[config.mk]
export PLATFORM = sky130hd
export DESIGN_NAME = rv_word_serializer_flat
export DESIGN_NICKNAME = d
export VERILOG_FILES = /design/src/rtl/rv_word_serializer_if.sv /design/src/rtl/rv_word_serializer.sv /design/src/flat_wrapper.sv
export SDC_FILE = /design/constraint.sdc
export NUM_CORES = 1
export LEC_CHECK = 0
export ABC_AREA = 1
export BUFFER_PORTS_ARGS = -buffer_cell sky130_fd_sc_hd__buf_4
export CAP_MARGIN = 30
export CELL_PAD_IN_SITES_DETAIL_PLACEMENT = 0
export CELL_PAD_IN_SITES_GLOBAL_PLACEMENT = 2
export CORE_UTILIZATION = 24
export DETAILED_ROUTE_END_ITERATION = 6
export PLACE_DENSITY_LB_ADDON = 0.1
export SLEW_MARGIN = 30
export SYNTH_ARGS = -nofsm -noshare
export SYNTH_HDL_FRONTEND = slang
export SYNTH_SLANG_ARGS = --single-unit
[constraint.sdc]
create_clock -name CLK_I -period 1.3 [get_ports CLK_I]
set_clock_uncertainty 0.05 [all_clocks]
set_input_delay 0.26 -clock CLK_I [delete_from_list [all_inputs] [get_ports CLK_I]]
set_output_delay 0.26 -clock CLK_I [all_outputs]
set_load 0.1 [all_outputs]
[src/rtl/rv_word_serializer_if.sv]
// Ready/valid bundle between the word source, the serializer and the byte sink.
// Signal names carry the serializer's point of view (_I into it, _O out of it).
interface rv_word_serializer_if #(
    parameter int unsigned WORD_WIDTH = 32,
    parameter int unsigned BYTE_WIDTH = 8
);
    logic                  WORD_VALID_I;
    logic                  WORD_READY_O;
    logic [WORD_WIDTH-1:0] WORD_DATA_I;
    logic                  BYTE_VALID_O;
    logic                  BYTE_READY_I;
    logic [BYTE_WIDTH-1:0] BYTE_DATA_O;
    logic                  BYTE_LAST_O;
    logic                  ABORT_I;
    logic                  BUSY_O;

    modport slave (
        input  WORD_VALID_I, WORD_DATA_I, BYTE_READY_I, ABORT_I,
        output WORD_READY_O, BYTE_VALID_O, BYTE_DATA_O, BYTE_LAST_O, BUSY_O
    );

    modport master (
        output WORD_VALID_I, WORD_DATA_I, BYTE_READY_I, ABORT_I,
        input  WORD_READY_O, BYTE_VALID_O, BYTE_DATA_O, BYTE_LAST_O, BUSY_O
    );
endinterface

[src/rtl/rv_word_serializer.sv]
// Word-to-byte ready/valid serializer, LSB first, with last-beat flag and abort.
// Outputs decode registered state only; RST_I forces them low while asserted.
module rv_word_serializer #(
    parameter int unsigned WORD_WIDTH = 32,
    parameter int unsigned BYTE_WIDTH = 8
) (
    input  logic                    CLK_I,
    input  logic                    RST_I,
    rv_word_serializer_if.slave     bus
);
    localparam int unsigned NUM_BYTES = WORD_WIDTH / BYTE_WIDTH;
    localparam int unsigned CNT_W     = (NUM_BYTES > 1) ? $clog2(NUM_BYTES) : 1;
    localparam logic [CNT_W-1:0] CNT_LAST = CNT_W'(NUM_BYTES - 1);

    generate
        if ((WORD_WIDTH % BYTE_WIDTH) != 0 || WORD_WIDTH < BYTE_WIDTH) begin : g_bad_width
            $error("rv_word_serializer: WORD_WIDTH must be a non-zero multiple of BYTE_WIDTH");
        end
    endgenerate

    typedef enum logic {st_idle, st_send} state_t;

    state_t                state, state_nxt;
    logic [WORD_WIDTH-1:0] sreg, sreg_nxt;
    logic [CNT_W-1:0]      cnt, cnt_nxt;

    logic                  word_ready_c;
    logic                  byte_valid_c;
    logic                  byte_last_c;
    logic                  busy_c;
    logic [BYTE_WIDTH-1:0] byte_data_c;

    always_ff @(posedge CLK_I) begin
        if (RST_I) begin
            state <= st_idle;
            cnt   <= '0;
            sreg  <= '0;
        end else begin
            state <= state_nxt;
            cnt   <= cnt_nxt;
            sreg  <= sreg_nxt;
        end
    end

    // Next state and output decode; a beat taken together with an abort still counts as sent.
    always_comb begin
        state_nxt    = state;
        sreg_nxt     = sreg;
        cnt_nxt      = cnt;
        word_ready_c = 1'b0;
        byte_valid_c = 1'b0;
        byte_last_c  = 1'b0;
        busy_c       = 1'b0;
        byte_data_c  = '0;

        case (state)
            st_idle: begin
                word_ready_c = 1'b1;
                if (bus.WORD_VALID_I) begin
                    sreg_nxt  = bus.WORD_DATA_I;
                    cnt_nxt   = '0;
                    state_nxt = st_send;
                end
            end
            st_send: begin
                byte_valid_c = 1'b1;
                busy_c       = 1'b1;
                byte_data_c  = sreg[BYTE_WIDTH-1:0];
                byte_last_c  = (cnt == CNT_LAST);
                if (bus.ABORT_I) begin
                    state_nxt = st_idle;
                end else if (bus.BYTE_READY_I) begin
                    if (cnt == CNT_LAST) begin
                        state_nxt = st_idle;
                    end else begin
                        sreg_nxt = sreg >> BYTE_WIDTH;
                        cnt_nxt  = cnt + CNT_W'(1);
                    end
                end
            end
            default: state_nxt = st_idle;
        endcase
    end

    assign bus.WORD_READY_O = word_ready_c & ~RST_I;
    assign bus.BYTE_VALID_O = byte_valid_c & ~RST_I;
    assign bus.BYTE_LAST_O  = byte_last_c  & ~RST_I;
    assign bus.BUSY_O       = busy_c       & ~RST_I;
    assign bus.BYTE_DATA_O  = RST_I ? '0 : byte_data_c;
endmodule

[src/flat_wrapper.sv]
// flat-port wrapper written by rule: the top's interface ports become plain ports
module rv_word_serializer_flat 
#(
    parameter int unsigned WORD_WIDTH = 32,
    parameter int unsigned BYTE_WIDTH = 8
)
  (CLK_I, RST_I, bus_WORD_VALID_I, bus_WORD_DATA_I, bus_BYTE_READY_I, bus_ABORT_I, bus_WORD_READY_O, bus_BYTE_VALID_O, bus_BYTE_DATA_O, bus_BYTE_LAST_O, bus_BUSY_O);
  rv_word_serializer_if #(.WORD_WIDTH(WORD_WIDTH), .BYTE_WIDTH(BYTE_WIDTH)) bus_i ();
  input  logic CLK_I;
  input  logic RST_I;
  input wire logic [$bits(bus_i.WORD_VALID_I)-1:0] bus_WORD_VALID_I;
  input wire logic [$bits(bus_i.WORD_DATA_I)-1:0] bus_WORD_DATA_I;
  input wire logic [$bits(bus_i.BYTE_READY_I)-1:0] bus_BYTE_READY_I;
  input wire logic [$bits(bus_i.ABORT_I)-1:0] bus_ABORT_I;
  output wire logic [$bits(bus_i.WORD_READY_O)-1:0] bus_WORD_READY_O;
  output wire logic [$bits(bus_i.BYTE_VALID_O)-1:0] bus_BYTE_VALID_O;
  output wire logic [$bits(bus_i.BYTE_DATA_O)-1:0] bus_BYTE_DATA_O;
  output wire logic [$bits(bus_i.BYTE_LAST_O)-1:0] bus_BYTE_LAST_O;
  output wire logic [$bits(bus_i.BUSY_O)-1:0] bus_BUSY_O;
  assign bus_i.WORD_VALID_I = bus_WORD_VALID_I;
  assign bus_i.WORD_DATA_I = bus_WORD_DATA_I;
  assign bus_i.BYTE_READY_I = bus_BYTE_READY_I;
  assign bus_i.ABORT_I = bus_ABORT_I;
  assign bus_WORD_READY_O = bus_i.WORD_READY_O;
  assign bus_BYTE_VALID_O = bus_i.BYTE_VALID_O;
  assign bus_BYTE_DATA_O = bus_i.BYTE_DATA_O;
  assign bus_BYTE_LAST_O = bus_i.BYTE_LAST_O;
  assign bus_BUSY_O = bus_i.BUSY_O;
  rv_word_serializer #(.WORD_WIDTH(WORD_WIDTH), .BYTE_WIDTH(BYTE_WIDTH)) u_core (.CLK_I(CLK_I), .RST_I(RST_I), .bus(bus_i));
endmodule
---- Word-level counts from Yosys, hierarchy flattened ----
Cells that the tools add are included.
cells by class
  $add $sub $neg .......................... 1
  equality and inequality tests ........... 5
  multiplexer cells ....................... 20
  bitwise operators ....................... 5
  reductions and logical operators ........ 1
operator list
  kind                                                           count
  32-bit 2-to-1 mux                                              4
  32-bit case mux with 2 select lines                            1
  8-bit 2-to-1 mux                                               2
  2-bit 2-to-1 mux                                               4
  2-bit != test, second input constant                           4
  1-bit 2-to-1 mux                                               7
  2-bit case mux with 2 select lines                             1
  4-bit AND reduction                                            1
  1-bit bitwise AND                                              3
  2-bit by 1-bit adder with 2-bit output, second input constant  1
  2-bit equality test, second input constant                     1
  1-bit NOT                                                      2
  1-bit case mux with 2 select lines                             1
storage, ports and cells
  bits in registers ....................... 35
  input bits .............................. 37
  output and inout port bits .............. 12
  logic and storage cells ................. 35

---- Longest topological paths before layout ----
  depth after elaboration ................. 5
  depth in mapped cells ................... 8

---- Worst setup path before layout ----
Ideal clock, no wire load.
  path type ............................... register to output
  from .................................... register u_core.state
  to ...................................... output bus_BYTE_DATA_O[0]
  data arrival time ....................... 2.958 ns
  data required time ...................... 0.990 ns
  setup slack ............................. -1.968 ns
  stages on the path, launching flop included .. 6
  cell sequence ........................... dfxtp_1 -> inv_2 -> buf_2 -> nor2_2 -> inv_2 -> nor2_1
between the ends
  cells in the longest elaborated chain, start to end .. 2
ends and longest elaborated chain
  item                    RTL line                  text
  from (decl)             rv_word_serializer.sv:23  state_t state, state_nxt;
  from (signal assigned)  rv_word_serializer.sv:35  state <= st_idle;
  from (signal assigned)  rv_word_serializer.sv:39  state <= state_nxt;
  8-bit 2-to-1 mux        rv_word_serializer.sv:56  case (state)
  8-bit 2-to-1 mux        rv_word_serializer.sv:89  assign bus.BYTE_DATA_O = RST_I ? '0 : byte_data_c;
  to (decl)               flat_wrapper.sv:17        output wire logic [$bits(bus_i.BYTE_DATA_O)-1:0] bus_BYTE_DATA_O;
No other way between the ends.

---- Final worst setup path ----
  from .................................... register u_core.cnt[0]
  to ...................................... output bus_BYTE_LAST_O
between the ends
  cells in the longest elaborated chain, start to end .. 3
ends and longest elaborated chain
  item                    RTL line                  text
  from (decl)             rv_word_serializer.sv:25  logic [CNT_W-1:0] cnt, cnt_nxt;
  from (signal assigned)  rv_word_serializer.sv:40  cnt <= cnt_nxt;
  2-bit equality test     rv_word_serializer.sv:69  byte_last_c = (cnt == CNT_LAST);
  1-bit 2-to-1 mux        rv_word_serializer.sv:56
  1-bit bitwise AND       rv_word_serializer.sv:87  assign bus.BYTE_LAST_O = byte_last_c & ~RST_I;
  to (decl)               flat_wrapper.sv:18        output wire logic [$bits(bus_i.BYTE_LAST_O)-1:0] bus_BYTE_LAST_O;
No other way between the ends.

==> flow_summary.ini <==
[sta]
setup-violations-final = 45
worst_slew_pin_slew_ns = 0.364
fin_crit_ns = 1.57
rsz0062_at_grt = true
max_freq_mhz = 639
hold_violations = 0
hold_slack_ns = 0.229
slew_viol_final = 0
slew_headroom_pct = 75.7
setup_slack_ns = -0.266
period_share_pct = 120

[synthesis]
syn_area_um2 = 1910
seq_area_frac_synth_pct = 36.6
yosysTopAreaCell = dfxtp_1
synth_top_area_share_pct = 36.6
synth_seq_cells = 35
synth.avg_cell_area_um2 = 6.11
synth.top_cells.by_area = dfxtp_1, nor2_1, nand2_1
synth_nets = 351
yosysUniqueCellTypes = 20
syn_inst = 313
ys.warnings.count = 0

[clocking]
cts_tree = yes
htree_num_levels = 2
clock_sinks = 35
clk-insertion-delay-late_ns = 0.29
clock_path_buffers = 2
clk_pin_slew_ns = 0.07
clock-root-buffer = clkbuf_8
cts_made_buffers = 5

[setup_path]
endpoint_kind = output port
cp.required_ns = 0.99
critPathKind = reg2out
cp-start-kind = register
crit_fanout = 2
cp.arrival_ns = 1.26

[status]
violations = setup timing
status = finished with violations

[grt]
grt_usage_pct = 13.9
antenna_found_initial = 0
grt.overflow.total = 0
grt_pass1_wl_um = 8940
grt_max_degree = 35
grt_pass1_vias = 1840

[routing]
drtPass1Iterations = 4
drt_iter0_drc = 40
drc = 0
num_vias = 2022
drt-wirelength-per-cell_um = 12.5
drt-vias-per-instance = 4.20
ant_nets = 0
wl_um = 6010

[floorplan]
die_x_um = 91.3
die_y_um = 91.3
dieArea_um2 = 8330
core_area_um2 = 7730
start_util_pct = 24.7
ios = 49
rows = 32

[flow_run]
maxCapViolations = 0

[pwr]
p_leak_nw = 1.58
power_per_cell_area_nw_per_um2 = 922
vdd_ir_drop_max_mv = 0.453

[place]
io_buffers = 48
gp_congestion = 0.683
post-dp-hpwl_um = 3580
pre_cts_ws_ns = -0.0619

[cells_and_area]
area_growth_pct = 67.3
n_fill_cell = 825
drive_gt1_share_pct = 38.7
fin_nets = 419
antennaDiodeCount = 0

[min_path]
hp-class = in2reg
==> per-layer routing <==
| layer | global-route usage, % | routed length (µm) | vias to the layer above |
|---|---|---|---|
| met2 | 21.8 | 2940 | 35 |
| li1 | - | - | 1081 |
| met1 | 18.5 | 2810 | 899 |
| met4 | 5.16 | 80 | 0 |
| met3 | 3.10 | 182 | 7 |
| met5 | 0 | 0 | - |
==> flip-flops by register name, summed over array words and instances, names as in the netlist <==
name          count
u_core.cnt        2
u_core.state      1
u_core.sreg      32
==> layout make-up <==
class	instances	area, µm²	area share [%]
clock buffer	6	72.6	2.27
inverter	42	170	5.32
multi-input combinational	217	1210	37.8
sequential	35	707	22.1
tap	102	128	3.99
timing repair buffer	80	911	28.5
==> cell usage in the layout, fill, tap and decap left out, types with 4 or more instances in the layout <==
| master | n |
|---|---|
| buf_4 | 54 |
| clkbuf_8 | 5 |
| nand3_2 | 29 |
| inv_1 | 37 |
| o21ai_1 | 6 |
| nor2_4 | 13 |
| nor2_2 | 4 |
| o21ai_0 | 17 |
| nand2_1 | 65 |
| nand2_4 | 4 |
| nand3_1 | 4 |
| buf_12 | 18 |
| nor2_1 | 69 |
| buf_6 | 4 |
| clkbuf_16 | 4 |
| dfxtp_1 | 32 |
==> what timing repair did <==
item,4_1_cts,5_1_grt
pin swaps,3,26
buffers inserted,0,6
setup endpoints to repair,45,46
hold buffers,0,0
gates resized for setup,42,50
cloned,0,6
==> worst paths after layout <==
| kind | from | to | slack [ns] | cells after the start |
|---|---|---|---|---|
| worst max register to register | u_core.state | u_core.sreg[31] | -0.14 | 9 |
| worst min register to register | u_core.cnt[1] | u_core.cnt[1] | 0.42 | 2 |
| worst max-delay path | u_core.cnt[0] | bus_BYTE_LAST_O | -0.27 | 5 |
| worst min-delay path | RST_I | u_core.state | 0.23 | 3 |
==> report_power, final <==
part / switching (W) / internal [W] / total [W] / leakage, nW
combinational: 0.000553 / 0.000454 / 0.00101 / 1.25
clock: 0.000382 / 0.000357 / 0.000739 / 0.0371
sequential: 0.0000284 / 0.00117 / 0.00120 / 0.291
total: 0.000964 / 0.00199 / 0.00295 / 1.58
==> cell families after synthesis <==
group                    after synthesis  share of synthesized area [%]
adder cells (fa/ha/maj)                1                          0.654
AND/OR/NAND/NOR                      191                           41.4
buffers and inverters                 61                           14.6
flip-flops                            35                           36.6
AO/OA/AOI/OAI                         25                           6.74
==> through the flow <==
stage / std cells / setup TNS (ns) / total power [W] / instance area, µm² / utilization (%)
CTS: 470 / -3.23 / 0.00283 / 2810 / 36.3
global route: 482 / -10.19 / 0.00314 / 3200 / 41.4
global placement: 464 / -0.197 / 0.00204 / 2570 / 33.2
finish: 482 / -6.61 / 0.00295 / 3200 / 41.4
floorplan: 313 / -8.08 / 0.00177 / 2010 / -
detailed placement: 464 / -0.573 / 0.00204 / 2570 / 33.2
==> worst max-delay path, stage by stage, from the launching register on <==
cell	delay, ns
dfxtp_2	0.36
ha_4	0.15
inv_2	0.04
buf_4	0.13
nor2_4	0.11
buf_12	0.18
==> synth_stat cells <==
cell and n:
a21oi_1 1, buf_2 7, buf_4 5, buf_6 3, clkbuf_1 4, dfxtp_1 35
ha_1 1, inv_1 38, inv_2 4, nand2_1 67, nand2_2 2, nand2_4 2
nand3_1 33, nand4_1 1, nor2_1 84, nor2_2 1, nor2_4 1, o21ai_0 17
o21ai_1 6, o21ai_2 1
Note: power is estimated with default switching activity, not from simulation.
